--- config.mk ---
export PLATFORM = sky130hd
export DESIGN_NAME = multicycle_hazard_unit_flat
export DESIGN_NICKNAME = d
export VERILOG_FILES = /design/src/rtl/hazard_pkg.sv /design/src/rtl/multicycle_hazard_unit_if.sv /design/src/rtl/hazard_reg_counter.sv /design/src/rtl/multicycle_hazard_unit.sv /design/src/flat_wrapper.sv
export SDC_FILE = /design/constraint.sdc
export NUM_CORES = 1
export LEC_CHECK = 0
export BUFFER_PORTS_ARGS = -buffer_cell sky130_fd_sc_hd__buf_2
export CORE_AREA = 2 2 212 214
export CTS_BUF_LIST = sky130_fd_sc_hd__clkbuf_16
export DETAILED_ROUTE_END_ITERATION = 8
export DIE_AREA = 0 0 214 216
export PLACE_DENSITY = 0.53
export SLEW_MARGIN = 20
export SYNTH_ARGS = -nofsm -noshare
export SYNTH_HDL_FRONTEND = slang
export SYNTH_SLANG_ARGS = --single-unit
--- constraint.sdc ---
create_clock -name clk -period 2.89 [get_ports clk]
set_input_delay 0.1445 -clock clk [delete_from_list [all_inputs] [get_ports clk]]
set_output_delay 0.1445 -clock clk [all_outputs]
set_load 0.02 [all_outputs]
--- src/rtl/hazard_pkg.sv ---
// Shared widths and types for the multicycle hazard unit.
package hazard_pkg;
    localparam int unsigned REG_IDX_W = 5;
    localparam int unsigned LAT_W_DEF = 3;
    localparam logic [LAT_W_DEF-1:0] LAT_WAIT_WB = '1;

    typedef logic [LAT_W_DEF-1:0] lat_t;
    typedef logic [REG_IDX_W-1:0] reg_idx_t;
endpackage

--- src/rtl/multicycle_hazard_unit_if.sv ---
// ID-stage / writeback / stall signals seen by the hazard unit.
interface multicycle_hazard_unit_if
    import hazard_pkg::*;
#(
    parameter int unsigned NUM_REGS = 32,
    parameter int unsigned NUM_SRC  = 2,
    parameter int unsigned LAT_W    = LAT_W_DEF,
    parameter int unsigned CNT_W    = 32
);
    logic                         id_valid;
    logic [NUM_SRC*REG_IDX_W-1:0] id_rs;
    logic [NUM_SRC-1:0]           id_rs_used;
    reg_idx_t                     id_rd;
    logic                         id_rd_we;
    logic [LAT_W-1:0]             id_lat;
    logic                         flush;
    logic                         wb_valid;
    reg_idx_t                     wb_rd;
    logic                         stall_if_id;
    logic                         bubble_ex;
    logic [NUM_SRC-1:0]           src_hazard;
    logic [NUM_REGS-1:0]          busy_mask;
    logic [CNT_W-1:0]             stall_cycles;

    modport master (
        output id_valid, id_rs, id_rs_used, id_rd, id_rd_we, id_lat,
               flush, wb_valid, wb_rd,
        input  stall_if_id, bubble_ex, src_hazard, busy_mask, stall_cycles
    );

    modport slave (
        input  id_valid, id_rs, id_rs_used, id_rd, id_rd_we, id_lat,
               flush, wb_valid, wb_rd,
        output stall_if_id, bubble_ex, src_hazard, busy_mask, stall_cycles
    );
endinterface

--- src/rtl/hazard_reg_counter.sv ---
// One register's scoreboard entry: countdown or wait-for-writeback.
module hazard_reg_counter
    import hazard_pkg::*;
#(
    parameter int unsigned LAT_W = LAT_W_DEF
) (
    input  logic             clk,
    input  logic             rst_n,
    input  logic             issue,
    input  logic [LAT_W-1:0] issue_lat,
    input  logic             wb_hit,
    input  logic             flush,
    output logic [LAT_W-1:0] cnt
);
    localparam logic [LAT_W-1:0] WAIT_WB = '1;

    // Priority: issue > writeback > flush > decrement; waiting entries survive flush.
    always_ff @(posedge clk) begin
        if (!rst_n) begin
            cnt <= '0;
        end else if (issue) begin
            cnt <= issue_lat;
        end else if (wb_hit && (cnt == WAIT_WB)) begin
            cnt <= '0;
        end else if (flush) begin
            if (cnt != WAIT_WB) cnt <= '0;
        end else if ((cnt != '0) && (cnt != WAIT_WB)) begin
            cnt <= cnt - LAT_W'(1);
        end
    end
endmodule

--- src/rtl/multicycle_hazard_unit.sv ---
// Scoreboard-based RAW/WAW hazard detection beside ID, with stall counter.
module multicycle_hazard_unit
    import hazard_pkg::*;
#(
    parameter int unsigned NUM_REGS = 32,
    parameter int unsigned NUM_SRC  = 2,
    parameter int unsigned LAT_W    = LAT_W_DEF,
    parameter int unsigned CNT_W    = 32
) (
    input  logic                      clk,
    input  logic                      rst_n,
    multicycle_hazard_unit_if.slave   hz
);
    localparam logic [LAT_W-1:0] WAIT_WB = '1;

    logic [NUM_REGS-1:0][LAT_W-1:0] cnt;
    logic [NUM_REGS-1:0]            busy;
    logic [NUM_SRC-1:0]             src_hz;
    reg_idx_t                       rs;
    logic                           waw;
    logic                           hazard;
    logic                           stall;
    logic                           issue_go;

    assign cnt[0] = '0;

    for (genvar r = 1; r < NUM_REGS; r++) begin : g_reg
        logic issue_r;
        logic wb_r;
        assign issue_r = issue_go && (hz.id_rd == REG_IDX_W'(r));
        assign wb_r    = hz.wb_valid && (hz.wb_rd == REG_IDX_W'(r));

        hazard_reg_counter #(.LAT_W(LAT_W)) u_cnt (
            .clk       (clk),
            .rst_n     (rst_n),
            .issue     (issue_r),
            .issue_lat (hz.id_lat),
            .wb_hit    (wb_r),
            .flush     (hz.flush),
            .cnt       (cnt[r])
        );
    end

    always_comb begin
        busy = '0;
        for (int r = 0; r < NUM_REGS; r++) begin
            busy[r] = (cnt[r] != '0);
        end
    end

    // RAW check per source operand; x0 never busy.
    always_comb begin
        src_hz = '0;
        rs     = '0;
        for (int i = 0; i < NUM_SRC; i++) begin
            rs        = hz.id_rs[i*REG_IDX_W +: REG_IDX_W];
            src_hz[i] = hz.id_valid && hz.id_rs_used[i] && (rs != '0) && busy[rs];
        end
    end

    assign waw      = hz.id_valid && hz.id_rd_we && (hz.id_rd != '0) && (cnt[hz.id_rd] == WAIT_WB);
    assign hazard   = (|src_hz) || waw;
    assign stall    = hazard && !hz.flush;
    assign issue_go = hz.id_valid && !hazard && !hz.flush && hz.id_rd_we && (hz.id_rd != '0);

    assign hz.stall_if_id = stall;
    assign hz.bubble_ex   = stall;
    assign hz.src_hazard  = src_hz;
    assign hz.busy_mask   = busy;

    always_ff @(posedge clk) begin
        if (!rst_n) begin
            hz.stall_cycles <= '0;
        end else if (stall && (hz.stall_cycles != '1)) begin
            hz.stall_cycles <= hz.stall_cycles + CNT_W'(1);
        end
    end
endmodule

--- src/flat_wrapper.sv ---
// flat-port wrapper written by rule: the top's interface ports become plain ports
module multicycle_hazard_unit_flat import hazard_pkg::*;
#(
    parameter int unsigned NUM_REGS = 32,
    parameter int unsigned NUM_SRC  = 2,
    parameter int unsigned LAT_W    = LAT_W_DEF,
    parameter int unsigned CNT_W    = 32
)
  (clk, rst_n, hz_id_valid, hz_id_rs, hz_id_rs_used, hz_id_rd, hz_id_rd_we, hz_id_lat, hz_flush, hz_wb_valid, hz_wb_rd, hz_stall_if_id, hz_bubble_ex, hz_src_hazard, hz_busy_mask, hz_stall_cycles);
  multicycle_hazard_unit_if #(.NUM_REGS(NUM_REGS), .NUM_SRC(NUM_SRC), .LAT_W(LAT_W), .CNT_W(CNT_W)) hz_i ();
  input  logic clk;
  input  logic rst_n;
  input wire logic [$bits(hz_i.id_valid)-1:0] hz_id_valid;
  input wire logic [$bits(hz_i.id_rs)-1:0] hz_id_rs;
  input wire logic [$bits(hz_i.id_rs_used)-1:0] hz_id_rs_used;
  input wire logic [$bits(hz_i.id_rd)-1:0] hz_id_rd;
  input wire logic [$bits(hz_i.id_rd_we)-1:0] hz_id_rd_we;
  input wire logic [$bits(hz_i.id_lat)-1:0] hz_id_lat;
  input wire logic [$bits(hz_i.flush)-1:0] hz_flush;
  input wire logic [$bits(hz_i.wb_valid)-1:0] hz_wb_valid;
  input wire logic [$bits(hz_i.wb_rd)-1:0] hz_wb_rd;
  output wire logic [$bits(hz_i.stall_if_id)-1:0] hz_stall_if_id;
  output wire logic [$bits(hz_i.bubble_ex)-1:0] hz_bubble_ex;
  output wire logic [$bits(hz_i.src_hazard)-1:0] hz_src_hazard;
  output wire logic [$bits(hz_i.busy_mask)-1:0] hz_busy_mask;
  output wire logic [$bits(hz_i.stall_cycles)-1:0] hz_stall_cycles;
  assign hz_i.id_valid = hz_id_valid;
  assign hz_i.id_rs = hz_id_rs;
  assign hz_i.id_rs_used = hz_id_rs_used;
  assign hz_i.id_rd = hz_id_rd;
  assign hz_i.id_rd_we = hz_id_rd_we;
  assign hz_i.id_lat = hz_id_lat;
  assign hz_i.flush = hz_flush;
  assign hz_i.wb_valid = hz_wb_valid;
  assign hz_i.wb_rd = hz_wb_rd;
  assign hz_stall_if_id = hz_i.stall_if_id;
  assign hz_bubble_ex = hz_i.bubble_ex;
  assign hz_src_hazard = hz_i.src_hazard;
  assign hz_busy_mask = hz_i.busy_mask;
  assign hz_stall_cycles = hz_i.stall_cycles;
  multicycle_hazard_unit #(.NUM_REGS(NUM_REGS), .NUM_SRC(NUM_SRC), .LAT_W(LAT_W), .CNT_W(CNT_W)) u_core (.clk(clk), .rst_n(rst_n), .hz(hz_i));
endmodule
[Word-level counts from Yosys, hierarchy flattened]
Index checks and enable logic that the tools add are counted.
Storage, ports and cells
  register bits: 125
  bits of input ports: 31
  output and inout port bits: 68
Operators by class
  $add $sub $neg: 32
  $lt $le $gt $ge: 3
  equal/unequal tests: 157
  mux-type cells: 161
  reductions and logical operators: 239
Operators by type and width (count)
  two-way mux 3 bit: 156
  equality test 5 bit (second input constant): 32
  logical AND 1 bit: 139
  inequality test 4 x 1 -> 1 bit (second input constant): 31
  nonzero test 4 bit: 31
  equality test 3 bit (second input constant): 32
  inequality test 3 bit (second input constant): 31
  nonzero test 3 bit: 31
  subtractor 3 x 1 -> 3 bit (second input constant): 31
  equality test 5 x 4 -> 1 bit (second input constant): 16
  AND reduction 2 bit: 31
  equality test 5 x 3 -> 1 bit (second input constant): 8
  adder 32 x 1 -> 32 bit (second input constant): 1
  inequality test 32 bit (second input constant): 1
  equality test 5 x 2 -> 1 bit (second input constant): 4
  less-than comparator 5 x 6 -> 1 bit (second input constant): 3
  binary-select mux 3 bit (select 5 bit): 1
  nonzero test 5 bit: 3
  binary-select mux 1 bit (select 5 bit): 2
  equality test 5 x 1 -> 1 bit (second input constant): 2
  logical NOT 1 bit: 2
  two-way mux 1 bit: 2
  OR reduction 2 bit: 1
  logical OR 1 bit: 1

[Depth between registers and ports, before layout]
Gate-level depths: netlist of the first run.
  depth in word-level cells: 14
  depth in mapped cells: 15

[Cells and area by module]
From an unflattened synthesis of the first run, not the netlist that was laid out.
Unflattened totals
  cells, all modules: 1478
  area, all modules: 12065.3 um2
By module, submodules not included
  hazard_reg_counter: instances 31, cells each 30, area each 265.3 um2
  multicycle_hazard_unit: instances 1, cells each 548, area each 3842.4 um2

[Worst setup path before layout of the first run]
No wires, ideal clock.
  kind: reg-to-output
  start point: register u_core.g_reg[3].u_cnt.cnt[0]
  end point: output hz_stall_if_id
  arrival time: 2827 ps
  data required time: 2746 ps
  setup slack: -82 ps
  cell stages (with the launch flop): 15
  cells stage by stage: dfxtp_1 -> inv_1 -> ha_1 -> nand2b_1 -> mux4_2 -> mux2i_1 -> nor4b_1 -> a211oi_2 -> and3_1 -> buf_4 -> buf_6 -> buf_8 -> buf_4 -> nor2_1 -> buf_4
On the way
  cells in the longest elaborated chain, start to end: 7
  elaborated cells between the ends (all ways): 14
  classes of those cells: 1 x eq/ne; 6 x mux; 7 x reduce/logical
Ends and longest elaborated chain
  start, declared: line hazard_reg_counter.sv:13  | output logic [LAT_W-1:0] cnt
  start signal, assigned: line hazard_reg_counter.sv:22  | cnt <= issue_lat;
  start signal, assigned: line hazard_reg_counter.sv:28  | cnt <= cnt - LAT_W'(1);
  nonzero test 3 bit *: line multicycle_hazard_unit.sv:47  | busy[r] = (cnt[r] != '0);
  named net hz_busy_mask[3]: line flat_wrapper.sv:25  | output wire logic [$bits(hz_i.busy_mask)-1:0] hz_busy_mask;
  binary-select mux 1 bit (select 5 bit): line multicycle_hazard_unit.sv:57  | src_hz[i] = hz.id_valid && hz.id_rs_used[i] && (rs != '0) && busy[rs];
  two-way mux 1 bit (implied by the code): line multicycle_hazard_unit.sv:57
  logical AND 1 bit: line multicycle_hazard_unit.sv:57
  OR reduction 2 bit *: line multicycle_hazard_unit.sv:62  | assign hazard = (|src_hz) || waw;
  logical OR 1 bit *: line multicycle_hazard_unit.sv:62
  logical AND 1 bit *: line multicycle_hazard_unit.sv:63  | assign stall = hazard && !hz.flush;
  end, declared: line flat_wrapper.sv:22  | output wire logic [$bits(hz_i.stall_if_id)-1:0] hz_stall_if_id;
The timed path passes the listed nets; every way through them passes the cells marked *. The select of a mux whose other input is x is not followed.

[Worst setup path in the final report of the first run]
  start point: register u_core.g_reg[10].u_cnt.cnt[1]
  end point: output hz_bubble_ex
On the way
  cells in the longest elaborated chain, start to end: 7
  elaborated cells between the ends (all ways): 14
  classes of those cells: 1 x eq/ne; 6 x mux; 7 x reduce/logical
Ends and longest elaborated chain
  start, declared: line hazard_reg_counter.sv:13
  start signal, assigned: line hazard_reg_counter.sv:22
  start signal, assigned: line hazard_reg_counter.sv:28
  nonzero test 3 bit: line multicycle_hazard_unit.sv:47
  binary-select mux 1 bit (select 5 bit): line multicycle_hazard_unit.sv:57
  two-way mux 1 bit (implied by the code): line multicycle_hazard_unit.sv:57
  logical AND 1 bit: line multicycle_hazard_unit.sv:57
  OR reduction 2 bit: line multicycle_hazard_unit.sv:62
  logical OR 1 bit *: line multicycle_hazard_unit.sv:62
  logical AND 1 bit *: line multicycle_hazard_unit.sv:63
  end, declared: line flat_wrapper.sv:23  | output wire logic [$bits(hz_i.bubble_ex)-1:0] hz_bubble_ex;
Every way passes the cells marked *; elsewhere a longest branch is shown, timed or not. The select of a mux whose other input is x is not followed.

==> impl_metrics.json, run 1 <==
{
  "status": "finished clean",
  "drc_errors": 0,
  "ant_nets": 0,
  "rows": 77,
  "grt_usage": 0.167,
  "cts-root-buf": "clkbuf_16",
  "post-dp-hpwl_mm": 28.4,
  "grt_max_degree": 58,
  "timing.final.ws_setup_ps": 34.1,
  "clock_sinks": 125,
  "p_leak_nw": 5.79,
  "final_common_cell": "nand2_1",
  "synth_flop_cell": "dfxtp_1",
  "avgViaCountPerCell": 5.08,
  "final_cell_mix": "285 x nand2_1, 136 x buf_4, 127 x mux2i_1, 120 x o21ai_0, 93 x buf_2",
  "skew_ps": 15.7,
  "die_area_um2": 46200,
  "fin_crit_ps": 2860,
  "synth_cell_types": 74,
  "path_clk_slew_ps": 60,
  "holdPathStages": 3,
  "hold_viol_final": 0,
  "slew_violations": 0,
  "final-setup-viol-count": 0,
  "synth-async-reset-ratio": 0,
  "vias": 11100,
  "synth_area_per_cell_um2": 7.73,
  "multi_input_area_um2": 8130,
  "hold_path_end": "u_core.g_reg[16].u_cnt.cnt[1]",
  "fin_util": 0.319,
  "cts_tree": "built",
  "required_ps": 2750,
  "syn2layout_area_growth_pct": 28.3,
  "num_io_pins": 99,
  "startpoint_type": "register",
  "slowest_delay_ps": 500,
  "synthCells": 1408,
  "crit_fanout": 4,
  "r2r_start": "u_core.g_reg[10].u_cnt.cnt[1]",
  "r2r_end": "u_core.g_reg[22].u_cnt.cnt[0]",
  "first_pass_iters": 5,
  "worstSetupPathType": "reg -> out",
  "synth-edff-count": 0,
  "wl_per_cell_um": 18.1,
  "vdd_drop_max_mv": 0.262,
  "placed_area_um2": 12600,
  "cp-end-kind": "primary output",
  "drive_gt1_frac": 0.279,
  "gp_congestion": 0.907,
  "initial_core_util": 0.248,
  "crit_path_cell_trace": "inv_2 -> ha_4 -> nand2b_4 -> mux4_2 -> a211oi_2 -> nand2_1 -> a22oi_2 -> and3_4 -> buf_12 -> buf_6 -> nor2_4 -> buf_6",
  "nFillCells": 4581,
  "hold_buffers": 0,
  "grt-ovfl-total": 0,
  "cap_violations": 0,
  "syn_area_um2": 10900,
  "max-slew-margin-rel": 0.499,
  "routed_wl_mm": 39.5,
  "crit_arrival_ps": 2710,
  "synth_fp_nets": 1533,
  "power_density_nw_per_um2": 388,
  "hp-start": "rst_n",
  "htreeDepth": 4,
  "grt_setup_unrepaired": "yes",
  "hp-class": "in -> reg",
  "grt_first_pass_wirelength_mm": 60.1,
  "ys_ff_latch": 125,
  "crit_path_top_delay_cell": "mux4_2",
  "grt_pass1_vias": 10400,
  "cts-buffers-inserted": 17,
  "antenna_found_initial": 2,
  "crit_top_cell": "buf_6",
  "fin_area_um2": 14000,
  "port_buffers": 97,
  "fmax_mhz": 350,
  "dieWidth_um": 214,
  "dp_slack_ps": -84.7,
  "insertion_delay_ps": 450,
  "diodes": 0,
  "regArea_um2": 2550,
  "die_y_um": 216,
  "drt-initial-drc-count": 863,
  "rr_worst_depth": 11,
  "clock_path_buffers": 2,
  "r2r_slack_ps": 60,
  "core-area_um2": 43800,
  "period_share": 0.988,
  "max_slew.worst_pin.slew_ps": 745,
  "layout.nets": 1703,
  "synth-seq-area-share": 0.230,
  "synth_warnings": 0
}
==> worst max path at each step <==
stage,start,end,cells after the start
2_1_floorplan,u_core.g_reg[3].u_cnt.cnt[0],hz_stall_if_id,14
3_3_place_gp,u_core.g_reg[23].u_cnt.cnt[0],u_core.g_reg[22].u_cnt.cnt[2],11
3_5_place_dp,u_core.g_reg[25].u_cnt.cnt[0],u_core.hz.stall_cycles[16],11
4_1_cts,u_core.g_reg[26].u_cnt.cnt[0],hz_bubble_ex,12
5_1_grt,u_core.g_reg[2].u_cnt.cnt[0],hz_bubble_ex,12
6_report,u_core.g_reg[10].u_cnt.cnt[1],hz_bubble_ex,12
==> routing by layer <==
metal  vias to the layer above  share of wire  GRT usage
li1                       5299              -          -
met1                      5348           0.45      0.215
met2                       360           0.45      0.271
met3                        74          0.065     0.0357
met4                         2          0.034     0.0711
met5                         -        0.00028          0
==> cells in the mapped netlist, types with 6 or more instances <==
master    number  share of area
a21oi_1       16         0.0074
a31oi_1        7         0.0040
and3_1         9         0.0052
and4_1        17          0.014
buf_1          6         0.0021
buf_2         14         0.0064
buf_4          6         0.0041
clkbuf_1      58          0.020
dfxtp_1      125           0.23
ha_1          94           0.11
inv_1         77          0.027
mux2i_1      127           0.12
mux4_2         7          0.014
nand2_1      285          0.098
nand2b_1      46          0.026
nand2b_4       6         0.0076
nand3_1       38          0.017
nand3_2       11          0.010
nand3b_1      12         0.0083
nand4_1       16         0.0092
nand4b_1      11         0.0088
nor2_1        78          0.027
nor2b_1       21          0.012
nor3_1         9         0.0041
nor4_1         8         0.0046
nor4_2        14          0.016
nor4b_1       15          0.012
o211a_1        8         0.0074
o211ai_1      29          0.020
o21ai_0      122          0.056
o22ai_1       23          0.013
o31ai_1        6         0.0041
==> metrics by stage <==
step                      hold slack, ps  power, mW  setup TNS [ps]  std cells
after floorplan                      348       2.65               0       1408
after global placement               474       3.17               0       2119
after detailed placement             474       3.19           -2720       2119
after CTS                            210       5.40               0       2164
after global routing                 248       5.66           -1900       2180
final                                226       5.41               0       2180
==> area by class of cell <==
type	count	area share
clock buffer	17	0.0305
clock inverter	12	0.00788
inverter	78	0.0210
multi-input combinational	1114	0.582
sequential	125	0.182
tap	592	0.0530
timing repair buffer	242	0.123
==> cell families after synthesis <==
group,after synthesis,share of synthesized area
AO/OA/AOI/OAI,250,0.143
other,1,0.000344
AND/OR/NAND/NOR,634,0.319
buffers and inverters,169,0.0683
adder cells (fa/ha/maj),94,0.108
multiplexers,135,0.132
flip-flops,125,0.230
==> critical path, delay by kind of cell, from the launching register on <==
family,cells,cell delay [ps]
multiplexers,1,500
adder cells (fa/ha/maj),1,140
AO/OA/AOI/OAI,2,380
flip-flops,1,340
buffers and inverters,4,460
AND/OR/NAND/NOR,4,430
==> what timing repair did <==
item | CTS | global route
pin swaps | 19 | 6
gates cloned | 1 | 0
endpoints found under the setup margin | 76 | 110
buffers inserted | 15 | 16
resized for setup | 114 | 47
==> sequential cells by signal, summed over array words and instances, names as in the netlist <==
name                    flops
u_core.hz.stall_cycles     32
u_core.g.u_cnt.cnt         93
==> power breakdown <==
group | total [mW] | switching (mW) | internal (mW) | leakage (nW)
registers | 1.86 | 0.0689 | 1.79 | 1.03
clock network | 2.07 | 0.845 | 1.23 | 0.264
logic | 1.48 | 0.899 | 0.578 | 4.50
(Power assumes the default switching activity.)
==> inputs of run 2 (changes only) <==
--- a/config.mk
+++ b/config.mk
@@ -6,12 +6,14 @@
 export NUM_CORES = 1
 export LEC_CHECK = 0
 export BUFFER_PORTS_ARGS = -buffer_cell sky130_fd_sc_hd__buf_2
-export CORE_AREA = 2 2 212 214
+export CORE_AREA = 2 2 223 225
 export CTS_BUF_LIST = sky130_fd_sc_hd__clkbuf_16
 export DETAILED_ROUTE_END_ITERATION = 8
-export DIE_AREA = 0 0 214 216
+export DIE_AREA = 0 0 225 227
 export PLACE_DENSITY = 0.53
+export REMOVE_ABC_BUFFERS = 1
 export SLEW_MARGIN = 20
 export SYNTH_ARGS = -nofsm -noshare
 export SYNTH_HDL_FRONTEND = slang
+export SYNTH_HIERARCHICAL = 1
 export SYNTH_SLANG_ARGS = --single-unit
==> run 2 against run 1 <==
Compared with the run above:
- wire length rose by 16%
- largest power group is now combinational logic
- global-route usage rose by 0.83 points
- sequential share of layout area fell by 3.7 points
- power rose by 47%
- the flow now finishes with violations (negative setup slack)
- cell count rose by 13%
- flip-flop and latch count did not move
- critical endpoint is now u_core/g_reg[22].u_cnt/cnt[0]
- critical path type is now reg -> reg
==> impl_metrics.json, run 2 <==
{
  "fin_crit_ps": 3340,
  "hold_viol_final": 0,
  "drive_gt1_frac": 0.409,
  "worstSetupPathType": "reg -> reg",
  "clock_path_buffers": 2,
  "nFillCells": 4963,
  "die_area_um2": 51100,
  "port_buffers": 97,
  "synth_area_leaders": "dfxtp_1 21%, ha_1 9.7%, a21oi_1 6.1%, inv_1 4.5%, a211oi_1 4.3%",
  "slew_violations": 0,
  "final_cells": 2461,
  "post-synth-top-count-cell": "a21oi_1",
  "synth-async-reset-ratio": 0,
  "place_inst": 2386,
  "grt_pass1_vias": 12900,
  "avgViaCountPerCell": 5.40,
  "synth_area_per_cell_um2": 8.16,
  "holdPathStages": 4,
  "required_ps": 3250,
  "syn2layout_area_growth_pct": 44.2,
  "gp_congestion": 0.905,
  "fin_util": 0.358,
  "slowest_delay_ps": 530,
  "cts-root-buf": "clkbuf_16",
  "hp-class": "in -> reg",
  "vdd_drop_max_mv": 0.406,
  "rr_worst_depth": 13,
  "grt_usage": 0.176,
  "synth_common_cells": "146 x a21oi_1, 144 x inv_1, 125 x dfxtp_1",
  "reg_top3": "u_core/g.u_cnt/cnt (93), u_core/hz.stall_cycles (32)",
  "ant_nets": 0,
  "placed_area_um2": 14800,
  "largest_register_ff_count": 93,
  "synth_warnings": 6,
  "fmax_mhz": 299,
  "path_clk_slew_ps": 60,
  "core-area_um2": 48500,
  "crit_fanout": 7,
  "cap_violations": 0,
  "p_leak_nw": 7.00,
  "cp-end-kind": "register",
  "insertion_delay_ps": 450,
  "period_share": 1.16,
  "yosys.area.top_type": "dfxtp_1",
  "skew_ps": 12.1,
  "grt-ovfl-total": 0,
  "initial_core_util": 0.249,
  "cts_tree": "built",
  "design_power_total_mw": 7.97,
  "synth-edff-count": 0,
  "max-slew-margin-rel": 0.254,
  "grt_max_degree": 94,
  "startpoint_type": "register",
  "synth_flop_cell": "dfxtp_1",
  "routed_wl_mm": 45.6,
  "post-dp-hpwl_mm": 32.4,
  "dieWidth_um": 225,
  "synth-seq-area-share": 0.207,
  "crit_arrival_ps": 3710,
  "drc_errors": 0,
  "synthCells": 1478,
  "crit_path_cell_trace": "nand2_2 -> mux4_2 -> mux2_4 -> o22a_1 -> o32ai_4 -> nor3_4 -> buf_6 -> nand4_1 -> nor2_1 -> buf_4 -> or4b_4 -> and2_4 -> a211oi_2",
  "power_density_nw_per_um2": 458,
  "top_register": "u_core/g.u_cnt/cnt",
  "diodes": 0,
  "htreeDepth": 4,
  "final_common_cell": "buf_4",
  "netlist.area_leader.share": 0.207,
  "drt-initial-drc-count": 808,
  "violations": "negative setup slack",
  "clock_sinks": 125,
  "first_pass_iters": 6,
  "grt_setup_unrepaired": "yes",
  "syn_area_um2": 12100,
  "vias": 13300,
  "final-setup-viol-count": 124,
  "synth_cell_types": 68,
  "max_slew.worst_pin.slew_ps": 1120,
  "timing.hold.ws_ps": 199,
  "cts-buffers-inserted": 17,
  "antenna_found_initial": 0,
  "wl_per_cell_um": 18.5,
  "rows": 81,
  "fin_area_um2": 17400,
  "layout.nets": 1952,
  "crit_path_top_delay_cell": "or4b_4",
  "final_cell_mix": "240 x buf_4, 145 x inv_1, 109 x a21oi_1, 109 x dfxtp_1, 95 x buf_2",
  "num_io_pins": 99,
  "grt_first_pass_wirelength_mm": 70.6,
  "die_y_um": 227,
  "timing.final.ws_setup_ps": -455,
  "ys_ff_latch": 125,
  "status": "finished with violations"
}
[run 2: cell types whose count changed in the layout (fill, tap and decap cells not counted), moves of 34 or more]
cell     delta
nand2_1   -218
mux2i_1   -116
a21oi_1    +94
buf_6      +48
inv_2      -34
buf_4     +104
nor3_1     +52
o21ai_0   -107
a21oi_2    +36
inv_1      +98
nand3_1    +41
[run 2: through the flow]
step	setup slack, ps	TNS [ps]
final	-455	-35760
after global routing	-579	-48820
after CTS	-437	-34330
after detailed placement	-781	-67800
after global placement	-717	-64340
after floorplan	-893	-78110
[run 2: layout make-up]
type                       instances  area, µm²  share of cell area
multi-input combinational       1137       9770               0.562
tap                              622        778              0.0447
clock inverter                    14        178              0.0102
timing repair buffer             402       3180               0.183
inverter                         144        541              0.0311
clock buffer                      17        425              0.0244
sequential                       125       2520               0.145
[run 2: final timing paths]
check                                       end                           from  slack [ps]
setup / recovery  u_core/g_reg[22].u_cnt/cnt[0]  u_core/g_reg[22].u_cnt/cnt[1]        -450
hold / removal       u_core/hz.stall_cycles[30]                          rst_n         200
setup reg to reg  u_core/g_reg[22].u_cnt/cnt[0]  u_core/g_reg[22].u_cnt/cnt[1]        -450
hold reg to reg       u_core/hz.stall_cycles[3]      u_core/hz.stall_cycles[3]         490
[run 2: per-layer routing]
metal / track usage / share of wire
met3: 0.0298 / 0.058
met1: 0.230 / 0.45
met5: 0 / 0
met4: 0.0645 / 0.026
met2: 0.290 / 0.47
[run 2: cell families (layout without fill, tap and decap cells)]
| family | count (synthesis) | in the layout | share of synthesized area |
|---|---|---|---|
| AOI/OAI and AO/OA | 436 | 436 | 0.256 |
| and+or+nand+nor | 540 | 540 | 0.277 |
| DFF | 125 | 125 | 0.207 |
| muxes | 66 | 66 | 0.0725 |
| other | 1 | 1 | 0.000311 |
| adders and majority gates | 94 | 94 | 0.0975 |
| buffers and inverters | 216 | 577 | 0.0894 |
[run 2: critical path, delay by kind of cell (launching register included)]
family,cells,cell delay [ps]
AO/OA/AOI/OAI,3,690
buffers and inverters,2,320
flip-flops,1,340
multiplexers,2,790
AND/OR/NAND/NOR,6,1130
[run 2: timing repair]
| item | CTS | global route |
|---|---|---|
| endpoints found under the hold margin | 0 | 0 |
| pin swaps | 104 | 60 |
| hold buffers | 0 | 0 |
| resized for setup | 205 | 87 |
| setup buffers | 30 | 15 |
| endpoints found under the setup margin | 128 | 127 |
| gates cloned | 3 | 3 |
[run 2: power breakdown]
group	switching (mW)	internal [mW]	leakage, nW	total, mW
Combinational	1.92	1.74	5.68	3.66
Sequential	0.105	1.91	1.03	2.01
Clock	0.883	1.42	0.291	2.31
Total	2.91	5.06	7.00	7.97
